**config.mk**
```make
export PLATFORM = sky130hd
export DESIGN_NAME = match_event_logger
export DESIGN_NICKNAME = d
export VERILOG_FILES = /design/src/rtl/match_event_logger_pkg.sv /design/src/rtl/match_event_logger_event_fifo.sv /design/src/rtl/match_event_logger.sv
export SDC_FILE = /design/constraint.sdc
export NUM_CORES = 1
export LEC_CHECK = 0
export BUFFER_PORTS_ARGS = -buffer_cell sky130_fd_sc_hd__buf_2
export CAP_MARGIN = 20
export CORE_MARGIN = 1.5
export CORE_UTILIZATION = 35
export DETAILED_ROUTE_END_ITERATION = 10
export PLACE_DENSITY = 0.61
export SLEW_MARGIN = 20
export SYNTH_ARGS = -nofsm -noshare
export SYNTH_HDL_FRONTEND = slang
export SYNTH_SLANG_ARGS = --single-unit
```
**constraint.sdc**
```tcl
create_clock -name clk -period 2 [get_ports clk]
set_input_delay 0.3 -clock clk [delete_from_list [all_inputs] [get_ports clk]]
set_output_delay 0.3 -clock clk [all_outputs]
set_load 0.05 [all_outputs]
```
**src/rtl/match_event_logger_pkg.sv**
```systemverilog
// Shared constants and helpers for the match event logger.
package match_pkg;

    localparam int TS_WIDTH_DEF  = 16;
    localparam int DEPTH_DEF     = 4;
    localparam int CNT_WIDTH_DEF = 8;

    // Level counter needs one bit more than the pointers so it can hold DEPTH.
    function automatic int level_width(input int depth);
        return $clog2(depth) + 1;
    endfunction

endpackage

```
**src/rtl/match_event_logger_event_fifo.sv**
```systemverilog
// First-word-fall-through synchronous FIFO. push/pop arrive pre-qualified by
// the caller; clear empties the FIFO and overrides both.
module event_fifo
    import match_pkg::*;
#(
    parameter int WIDTH = TS_WIDTH_DEF,
    parameter int DEPTH = DEPTH_DEF
) (
    input  logic                          clk,
    input  logic                          reset,
    input  logic                          clear,
    input  logic                          push,
    input  logic                          pop,
    input  logic [WIDTH-1:0]              din,
    output logic                          full,
    output logic                          empty,
    output logic [level_width(DEPTH)-1:0] level,
    output logic [WIDTH-1:0]              head
);

    localparam int PW = $clog2(DEPTH);
    localparam int LW = level_width(DEPTH);

    logic [WIDTH-1:0] mem [DEPTH];
    logic [PW-1:0]    rd_ptr;
    logic [PW-1:0]    wr_ptr;

    // Pointers wrap naturally at DEPTH (power of two); level decides full/empty.
    always_ff @(posedge clk or posedge reset) begin
        if (reset) begin
            rd_ptr <= '0;
            wr_ptr <= '0;
            level  <= '0;
        end else if (clear) begin
            rd_ptr <= '0;
            wr_ptr <= '0;
            level  <= '0;
        end else begin
            if (push) wr_ptr <= wr_ptr + PW'(1);
            if (pop)  rd_ptr <= rd_ptr + PW'(1);
            level <= level + LW'(push) - LW'(pop);
        end
    end

    // Storage needs no reset: the head is masked whenever the FIFO is empty.
    always_ff @(posedge clk) begin
        if (push && !clear) mem[wr_ptr] <= din;
    end

    assign full  = (level == LW'(DEPTH));
    assign empty = (level == '0);
    assign head  = empty ? '0 : mem[rd_ptr];

endmodule

```
**src/rtl/match_event_logger.sv**
```systemverilog
// Timestamps each sampled match pulse and queues the stamps for a
// valid/ready consumer. Also tracks a saturating match count and a sticky
// overflow flag for matches dropped on a full FIFO.
module match_event_logger
    import match_pkg::*;
#(
    parameter int TS_WIDTH  = TS_WIDTH_DEF,
    parameter int DEPTH     = DEPTH_DEF,
    parameter int CNT_WIDTH = CNT_WIDTH_DEF
) (
    input  logic                          clk,
    input  logic                          reset,
    input  logic                          match_in,
    input  logic                          clear,
    output logic                          ev_valid,
    input  logic                          ev_ready,
    output logic [TS_WIDTH-1:0]           ev_ts,
    output logic [CNT_WIDTH-1:0]          match_count,
    output logic                          overflow,
    output logic [level_width(DEPTH)-1:0] fifo_level
);

    logic [TS_WIDTH-1:0] ts;
    logic                fifo_full;
    logic                fifo_empty;
    logic                do_pop;
    logic                do_push;
    logic                drop;

    // A full FIFO still accepts a match when the head leaves at the same edge.
    assign do_pop   = ev_ready && !fifo_empty;
    assign do_push  = match_in && (!fifo_full || do_pop);
    assign drop     = match_in && fifo_full && !do_pop;
    assign ev_valid = !fifo_empty;

    // Free-running timestamp; wraps silently.
    always_ff @(posedge clk or posedge reset) begin
        if (reset)      ts <= '0;
        else if (clear) ts <= '0;
        else            ts <= ts + TS_WIDTH'(1);
    end

    // Match count includes dropped matches and sticks at all-ones.
    always_ff @(posedge clk or posedge reset) begin
        if (reset)                             match_count <= '0;
        else if (clear)                        match_count <= '0;
        else if (match_in && match_count != '1) match_count <= match_count + CNT_WIDTH'(1);
    end

    // Overflow stays set until reset or clear.
    always_ff @(posedge clk or posedge reset) begin
        if (reset)      overflow <= 1'b0;
        else if (clear) overflow <= 1'b0;
        else if (drop)  overflow <= 1'b1;
    end

    event_fifo #(
        .WIDTH (TS_WIDTH),
        .DEPTH (DEPTH)
    ) u_fifo (
        .clk   (clk),
        .reset (reset),
        .clear (clear),
        .push  (do_push),
        .pop   (do_pop),
        .din   (ts),
        .full  (fifo_full),
        .empty (fifo_empty),
        .level (fifo_level),
        .head  (ev_ts)
    );

endmodule

```
* Yosys cells after proc, flatten, opt, wreduce, memory -nomap -nowiden
Memories as Yosys holds them, arrays and structs flattened. Index checks and enable logic that the tools add are counted.
Storage, ports and cells: flip-flop bits (word level) 32, memory bits (writable) 64, input port bits 5, output and inout port bits 29, word-level logic and storage cells 44, memories kept 1
Cells by class: add/subtract/negate cells 6, equal/unequal tests 2, muxes and demuxes 13, reductions and logical operators 16
Memory list:
- u_fifo.mem | words 4, width 16, read ports 1, clocked after memory_dff 0, wr ports 1, line match_event_logger_event_fifo.sv:24 | logic [WIDTH-1:0] mem [DEPTH];
Operator list (count):
- $mux 16 | 2
- $add 16x1->16 const B | 1
- $mux 8 | 2
- $add 8x1->8 const B | 1
- $mux 2 | 4
- $ne 8x8->1 const B | 1
- $reduce_bool 2->1 | 4
- $logic_and 1x1->1 | 6
- $add 2x1->2 const B | 2
- $logic_not 1->1 | 4
- $mux 1 | 4
- $add 3x1->3 | 1
- $eq 3x3->1 const B | 1
- $logic_not 3->1 | 1
- $mux 3 | 1
- $sub 3x1->3 | 1
- $logic_or 1x1->1 | 1

* Longest topological paths before layout
Gate-level depths: netlist of the first run.
word-level depth 8, gate-level depth with buffers 9, depth with buffers taken out 8

* Cells and area by module
From an unflattened synthesis of the first run, not the netlist that was laid out.
Second synthesis, totals: cell total of the unflattened synthesis 266, area total of the unflattened synthesis 4191.5 µm²
Modules (own cells, without submodules):
- event_fifo | instances 1, cells each 142, area each 2900.3 µm², sequential area each 2097.0 µm²
- match_event_logger | instances 1, cells each 124, area each 1291.2 µm², sequential area each 625.6 µm²

* Least setup slack after synthesis of the first run
OpenSTA, ideal clock, no wires.
path type reg-to-reg, start point register u_fifo.level[1], end point register u_fifo.level[2], arrival 2102 ps, required time 1914 ps, setup slack -188 ps, cell stages (with the launch flop) 9, buffers on the path 0, period minus slack after synthesis 2188 ps, cells stage by stage dfrtp_1 o31ai_1 mux2i_1 ha_1 inv_1 fa_1 xor2_1 and2_1 nor3_1
On the way: longest elaborated chain between the ends 8
RTL lines:
- from (decl) | line match_event_logger_event_fifo.sv:17 | output logic [level_width(DEPTH)-1:0] level,
- from (signal assigned) | line match_event_logger_event_fifo.sv:41 | level <= level + LW'(push) - LW'(pop);
- $logic_not 3->1 | line match_event_logger_event_fifo.sv:51 | assign empty = (level == '0);
- $logic_not 1->1 | line match_event_logger.sv:31 | assign do_pop = ev_ready && !fifo_empty;
- $logic_and 1x1->1 | line match_event_logger.sv:31
- $logic_or 1x1->1 | line match_event_logger.sv:32 | assign do_push = match_in && (!fifo_full || do_pop);
- $logic_and 1x1->1 | line match_event_logger.sv:32
- $add 3x1->3 | line match_event_logger_event_fifo.sv:41
- $sub 3x1->3 * | line match_event_logger_event_fifo.sv:41
- $mux 3 * | line match_event_logger_event_fifo.sv:34 | end else if (clear) begin
Mark *: on every way between the ends. The rest lies on a longest branch, timed or not. A chain may end at the register's enable or synchronous reset.

* Worst setup path in the final report of the first run
start point register u_fifo.rd_ptr[0], end point output ev_ts[7]
On the way: longest elaborated chain between the ends 2
RTL lines:
- from (decl) | line match_event_logger_event_fifo.sv:25 | logic [PW-1:0] rd_ptr;
- from (signal assigned) | line match_event_logger_event_fifo.sv:40 | if (pop) rd_ptr <= rd_ptr + PW'(1);
- $mem_v2 4x16
- $mux 16 | line match_event_logger_event_fifo.sv:52 | assign head = empty ? '0 : mem[rd_ptr];
- to (decl) | line match_event_logger.sv:17 | output logic [TS_WIDTH-1:0] ev_ts,
No other way between the ends.

==> summary.md, run 1 <==
| Metric | Value |
|---|---|
| CP top delay family | multiplexers |
| Number of synthesized flops with an enable pin | 64 |
| Sequential share of power | a little under two fifths |
| FMAX | 480 MHz |
| CTS Sinks | 96 |
| Die area | 12,700 um2 |
| Worst skew pair latency | 0.34 ns |
| Num CTS Buffers | 9 |
| First-pass iteration count of the detailed router | 4 |
| Via count of the first global-routing pass | 2,529 |
| Total Nets Final | roughly 340 |
| Fin crit period | approximately 2.1 ns |
| Reg2reg path depth | 8 |
| Int Pwr | roughly 0.004 W |
| CP Buf/Inv Count | 2 |
| Clock tree buffer depth | 2 |
| Die H | 113 um |
| Max VDD drop | 0.492 mV |
| Pin count of the biggest net entering global routing | 43 |
| Max-slew violations | 0 |
| Worst hold path class | primary input to asynchronous set/reset pin |
| Ant diodes | 0 |
| Global routing usage on met3 | about 4% |
| Row count | 39 |
| DR DRC count | 0 |
| Failing checks | setup timing |
| Core ar. | about 12,000 um2 |
| WL/cell | about 16 um |
| WP data required | approximately 1.7 ns |
| WP data arrival | ~1.8 ns |
| Worst-margin pin slew | roughly 0.43 ns |
| Final Hold Violating Endpoints | 0 |
| Max H-tree Level | 3 |
| Critical-path cell list | clkbuf_16 -> mux4_2 -> nor2b_4 -> buf_6 |
| Avg Inst Size Synth | approximately 15 um2 |
| CP max-delay cell | mux4_2 |
| Initial Utilization | 36.4% |
| DRT iter0 DRCs | 68 |
| Clk network pwr share | between 20 and 30% |
| RSZ-0062 raised after global routing | true |
| Syn-to-layout area delta | 23.6% |
| Post-synthesis sequential area ratio | approximately two thirds |
| Slew headroom | a little under three quarters |
| Most frequent cells in the layout | edfxtp_1, dfrtp_1, nor2_1, buf_2 |
| Tcrit/Tclk final | 104% |
| Worst hold slack | between 0.04 and 0.05 ns |
| TritonCTS clock tree | built |
| Net Switching | 0.00207 W |
| Instance area at placement | roughly 4700 um2 |
| Total gr overflow | 0 |
| Setup ws final | -0.0847 ns |
| Post-route ant nets | 0 |
| Netlist Area Pre-Place | ~4200 um2 |
| Initial antenna violation count | 0 |
| Crit path to | ev_ts[7] |
| Worst setup EP type | output pin |
| Worst stage delay on the critical path | 0.51 ns |
| Final number of setup-violating endpoints | 16 |
| # Max-Cap Violations | 0 |
| Layout cells sized above 1 | approximately a third |
| GR Util met1 | between 15 and 20% |
| Power density cells | around 1200 nW/um2 |
| Worst reg2reg path endpoint | u_fifo.level[2] |
| Io pins | 34 |
| Clock-pin transition on the worst setup and hold timing paths | about 0.06 ns |
| Setup CP Type | register to output pin |
| Crit path from | u_fifo.rd_ptr[0] |
| Logic pwr share | approximately a third |
| Post-Syn Instances | between 200 and 300 |
| Async set or reset register ratio after synthesis | between 30% and 40% |
| Levels on crit path | 4 |
| Post-synth top flop | edfxtp_1 |
| DR vias | roughly 2,500 |
| Leak | around 2 nW |
| Reg2Reg Launch Point | u_fifo.level[0] |
| Reg2Reg Setup Slack | ~0.16 ns |
| Port bufs | 33 |
| Startpoint types | register |
| GRT busiest layer | met2 |
| Most common cell after layout, fill and taps aside | edfxtp_1 |
| Placer Congestion | a little under 0.8 |
| Drt total wl | between 7 and 8 mm |
| Outcome | complete, but fails checks |
| Hold_buf cts | 0 |
| Switching power share of the total | 33.7% |
| Synth cell types | 44 |
| #FFs+latches synth | 96 |
| Skew final | roughly 0.0066 ns |
| Drt via density | between 5 and 6 |
| First-pass GRT wire length | approximately 13 mm |
| Worst Path Max Fanout | 8 |
| Post-DP HPWL | 4.67 mm |
| Synthesized Nets | between 200 and 300 |
| Post-route cell area | ~5200 um2 |
| Total Routing Usage GR | 13.5% |
| Die width | 113 um |
| Yosys Warn Count | 0 |
| Clock root cell | clkbuf_16 |
| Met2 usage | between 20 and 25% |
-- sequential cells by signal (all words and copies together), names as in the netlist --
register and flops:
u_fifo.rd_ptr 2, u_fifo.mem 64, overflow 1, u_fifo.level 3, match_count 8, u_fifo.wr_ptr 2
ts 16
-- power by group through the flow --
stage / sequential [W] / clock [W] / combinational, W
after detailed placement: 0.00234 / 0 / 0.00173
after floorplan: 0.00240 / 0 / 0.00125
after CTS: 0.00231 / 0.00173 / 0.00205
final: 0.00232 / 0.00168 / 0.00215
after global routing: 0.00233 / 0.00180 / 0.00230
after global placement: 0.00234 / 0 / 0.00172
-- stage by stage --
stage	util, %	power (W)	TNS [ns]	setup slack (ns)	instances
floorplan	-	0.00365	-0.0201	-0.00503	283
global placement	40.3	0.00406	0	0.165	459
detailed placement	40.3	0.00408	0	0.0787	459
CTS	44.2	0.00609	-1.74	-0.121	477
global route	44.9	0.00643	-2.12	-0.146	479
finish	44.9	0.00616	-1.02	-0.0847	479
-- routing by layer --
| layer | vias up | wire length (um) |
|---|---|---|
| li1 | 1163 | - |
| met1 | 1246 | 3660 |
| met2 | 50 | 3740 |
| met3 | 14 | 299 |
| met4 | 0 | 144 |
| met5 | - | 0 |
-- final cells by class --
cell class / count / area, um2
timing repair buffer: 50 / 492
clock inverter: 7 / 68.8
multi-input combinational: 166 / 1470
fill: 1000 / 6370
inverter: 8 / 30.0
tap: 143 / 179
sequential: 96 / 2730
clock buffer: 9 / 225
-- cells in the mapped netlist, types with 3 or more instances --
cell | instances | share of area, %
ha_1 | 7 | 2.1
mux4_2 | 16 | 8.6
xor2_1 | 5 | 1.0
clkbuf_1 | 5 | 0.45
mux2_2 | 8 | 2.1
nor2b_1 | 26 | 3.9
or4_1 | 4 | 0.71
and2_1 | 5 | 0.74
nand2b_1 | 3 | 0.45
buf_2 | 3 | 0.36
nor2_1 | 19 | 1.7
o31ai_1 | 5 | 0.89
edfxtp_1 | 64 | 46
or3_1 | 4 | 0.60
nand2_1 | 5 | 0.45
dfrtp_1 | 32 | 19
nor4_1 | 5 | 0.74
o21ai_0 | 5 | 0.60
inv_1 | 8 | 0.71
nand4_1 | 5 | 0.74
nand3_1 | 6 | 0.71
nor3_1 | 3 | 0.36
a21oi_1 | 15 | 1.8
-- timing repair --
| action | 4_1_cts | 5_1_grt |
|---|---|---|
| gates resized for setup | 38 | 18 |
| setup endpoints to repair | 16 | 17 |
| gates cloned | 1 | 0 |
| setup buffers | 1 | 2 |
-- logic make-up (layout without fill, tap and decap cells) --
group / after synthesis / in the layout / share of synthesized area, %
xor+xnor: 6 / 6 / 1.25
fa+ha+maj: 8 / 8 / 2.56
mux: 26 / 26 / 11.2
buf+inv: 21 / 74 / 2.44
compound gates: 30 / 30 / 4.23
simple gates: 96 / 96 / 13.6
flops: 96 / 96 / 64.8
-- worst min path at each step --
stage	start	endpoint	slack (ns)	depth (start not counted)
3_5_place_dp	reset	match_count[5]	0.42	3
4_1_cts	reset	match_count[5]	0.05	3
6_report	reset	match_count[3]	0.04	3
5_1_grt	reset	match_count[6]	0.09	3
2_1_floorplan	reset	match_count[0]	0.42	1
3_3_place_gp	reset	match_count[5]	0.41	3
-- tightest hold or removal path, delay by kind of cell --
| kind | cells | cell delay, ns |
|---|---|---|
| buffers and inverters | 3 | 0.51 |
No activity file was read; power rests on OpenSTA's default activity.
==> inputs of run 2 (changes only) <==
--- a/config.mk
+++ b/config.mk
@@ -8,9 +8,9 @@
 export BUFFER_PORTS_ARGS = -buffer_cell sky130_fd_sc_hd__buf_2
 export CAP_MARGIN = 20
 export CORE_MARGIN = 1.5
-export CORE_UTILIZATION = 35
+export CORE_UTILIZATION = 50
 export DETAILED_ROUTE_END_ITERATION = 10
-export PLACE_DENSITY = 0.61
+export PLACE_DENSITY = 0.78
 export SLEW_MARGIN = 20
 export SYNTH_ARGS = -nofsm -noshare
 export SYNTH_HDL_FRONTEND = slang
==> run 2 against run 1 <==
Net effect:
- the run ends with hold timing, setup timing left
- die area is 29% lower
- combinational power barely moved
- non-clock buffer count decreased by 3
- fmax is 2.4% higher
- critical path depth stayed put
- worst hold slack got worse by 0.049 ns
- critical path type unchanged
- critical endpoint is now ev_ts[11]
- highest routed layer unchanged
==> summary.md, run 2 (synthesized netlist as in run 1, its figures left out) <==
| Metric | Value |
|---|---|
| Worst-margin pin slew | 0.612 ns (was 0.431 ns) |
| RSZ-0062 raised after global routing | true (unchanged) |
| FF/Latch Area | 2730 um2 (unchanged) |
| Skew final | 0.0130 ns (was 0.00663 ns) |
| Placer Congestion | 0.744 (was 0.769) |
| Post-route cell area | 5020 um2 (was 5200 um2) |
| Crit path from | u_fifo.rd_ptr[0] (unchanged) |
| DR vias | 2,457 (was 2,473) |
| Clock-pin transition on the worst setup and hold timing paths | 0.10 ns (was 0.06 ns) |
| Post-route ant nets | 0 (unchanged) |
| Via count of the first global-routing pass | 2,508 (was 2,529) |
| Most common cell after layout, fill and taps aside | edfxtp_1 (unchanged) |
| Clock tree buffer depth | 2 (unchanged) |
| CP max-delay cell | mux4_2 (unchanged) |
| Top flop regs | u_fifo.mem x64, ts x16, match_count x8 (unchanged) |
| First-pass GRT wire length | 12.6 mm (was 13.1 mm) |
| Drt total wl | 7.77 mm (was 7.84 mm) |
| Die width | 94.7 um (was 113 um) |
| Outcome | complete, but fails checks (unchanged) |
| Initial antenna violation count | 0 (unchanged) |
| Layout cells sized above 1 | 31.5% (was 32.4%) |
| Most frequent cells in the layout | edfxtp_1, dfrtp_1, nor2_1, buf_2, buf_6 (was edfxtp_1, dfrtp_1, nor2_1, buf_2) |
| Worst Path Max Fanout | 7 (was 8) |
| Fin crit period | 2.04 ns (was 2.08 ns) |
| # Max-Cap Violations | 0 (unchanged) |
| Worst setup EP type | output pin (unchanged) |
| WL/cell | 17.7 um (was 16.4 um) |
| Tcrit/Tclk final | 102% (was 104%) |
| Failing checks | hold timing, setup timing (was setup timing) |
| Leak | 1.88 nW (was 1.95 nW) |
| Post-Place Cells | 420 (was 459) |
| Instance area at placement | 4610 um2 (was 4660 um2) |
| First-pass iteration count of the detailed router | 4 (unchanged) |
| Met2 wire length | 4.11 mm (was 3.74 mm) |
| Total Routing Usage GR | 19.4% (was 13.5%) |
| DP Worst Slack | 0.0820 ns (was 0.0787 ns) |
| Non-filler instance count after layout | 438 (was 479) |
| DR DRC count | 0 (unchanged) |
| Total gr overflow | 0 (unchanged) |
| Initial Utilization | 51.4% (was 36.4%) |
| Number of flip-flops under the largest register name | 64 (unchanged) |
| DR WL met3 | 274 um (was 299 um) |
| Port bufs | 33 (unchanged) |
| Largest Register | u_fifo.mem (unchanged) |
| Io pins | 34 (unchanged) |
| FILL cells | 590 (was 1,000) |
| Final number of setup-violating endpoints | 16 (unchanged) |
| Critical-path cell list | buf_12 -> mux4_2 -> nor2b_4 -> buf_6 (was clkbuf_16 -> mux4_2 -> nor2b_4 -> buf_6) |
| CTS Sinks | 96 (unchanged) |
| Max VDD drop | 0.407 mV (was 0.492 mV) |
| Total Nets Final | 341 (was 344) |
| Row count | 33 (was 39) |
| Worst hold path class | primary input to asynchronous set/reset pin (unchanged) |
| TritonCTS clock tree | built (unchanged) |
| Syn-to-layout area delta | 19.3% (was 23.6%) |
| Drt via density | 5.61 (was 5.16) |
| WP data arrival | 1.74 ns (was 1.78 ns) |
| Reg2Reg Launch Point | u_fifo.level[0] (unchanged) |
| DR top layer | met4 (unchanged) |
| WP data required | 1.70 ns (about the same) |
| Die H | 94.7 um (was 113 um) |
| Max-slew violations | 0 (unchanged) |
| Max H-tree Level | 3 (unchanged) |
| Startpoint types | register (unchanged) |
| Clock root cell | clkbuf_8 (was clkbuf_16) |
| Ant diodes | 0 (unchanged) |
| Num CTS Buffers | 9 (unchanged) |
| Area of the multi-input gates | 1460 um2 (was 1470 um2) |
| Post-DP HPWL | 4.72 mm (was 4.67 mm) |
| Core ar. | 8180 um2 (was 11,600 um2) |
| Setup ws final | -0.0351 ns (was -0.0847 ns) |
| M1 WL | 3.28 mm (was 3.66 mm) |
| Slew headroom | 59.2% (was 70.9%) |
| Pin count of the biggest net entering global routing | 43 (unchanged) |
| FMAX | 491 MHz (was 480 MHz) |
| Worst hold slack | -0.00551 ns (was 0.0437 ns) |
| Worst stage delay on the critical path | 0.52 ns (was 0.51 ns) |
| Die area | 8970 um2 (was 12,700 um2) |
| Power density cells | 1130 nW/um2 (was 1180 nW/um2) |
| Setup CP Type | register to output pin (unchanged) |
| DRT iter0 DRCs | 210 (was 68) |
| Final Hold Violating Endpoints | 6 (was 0) |
| Worst skew pair latency | 0.36 ns (was 0.34 ns) |
-- run 2: metrics by stage --
step	hold WS (ns)	util (%)	power, W	setup TNS [ns]
3_3_place_gp	0.388	56.4	0.00404	0
3_5_place_dp	0.404	56.4	0.00407	0
2_1_floorplan	0.416	-	0.00365	-0.0201
4_1_cts	0.00467	60.7	0.00561	-1.67
6_report	-0.00551	61.4	0.00569	-0.362
5_1_grt	0.0381	61.4	0.00592	-1.42
-- run 2: per-layer routing --
| layer | GRT usage [%] | vias to the layer above |
|---|---|---|
| met3 | 4.59 | 8 |
| met2 | 33.3 | 58 |
| li1 | - | 1155 |
| met4 | 8.21 | 0 |
| met1 | 23.5 | 1236 |
| met5 | 0 | - |
-- run 2: timing repair --
item	CTS	global route
hold endpoints to repair	0	0
buffers inserted	3	0
endpoints found under the setup margin	17	18
gates resized for setup	35	26
cloned	1	0
hold buffers	0	0
-- run 2: critical path: cells and delay by family (launching register included) --
| family | cells | cell delay [ns] |
|---|---|---|
| buffers and inverters | 2 | 0.30 |
| DFF | 1 | 0.42 |
| muxes | 1 | 0.52 |
| and+or+nand+nor | 1 | 0.14 |
-- run 2: final timing paths --
check	end	slack [ns]	depth (start not counted)
min	u_fifo.wr_ptr[0]	-0.006	2
max reg2reg	u_fifo.level[2]	0.15	8
min reg2reg	overflow	0.52	2
min in group clk	u_fifo.wr_ptr[1]	0.27	3
max	ev_ts[11]	-0.04	4
max in group asynchronous	ts[9]	1.48	3
-- run 2: cell type report --
cell class                 instances  area share, %
timing repair buffer              47           9.35
clock inverter                     6           1.35
sequential                        96           54.4
multi-input combinational        166           29.2
clock buffer                      10           2.54
tap                              105           2.62
inverter                           8          0.599
-- run 2: where the power goes --
group	internal (W)	total (W)	leakage (nW)	switching, W
Combinational	0.000892	0.00214	0.762	0.00124
Sequential	0.00221	0.00231	1.02	0.000102
Clock	0.000583	0.00124	0.0945	0.000658
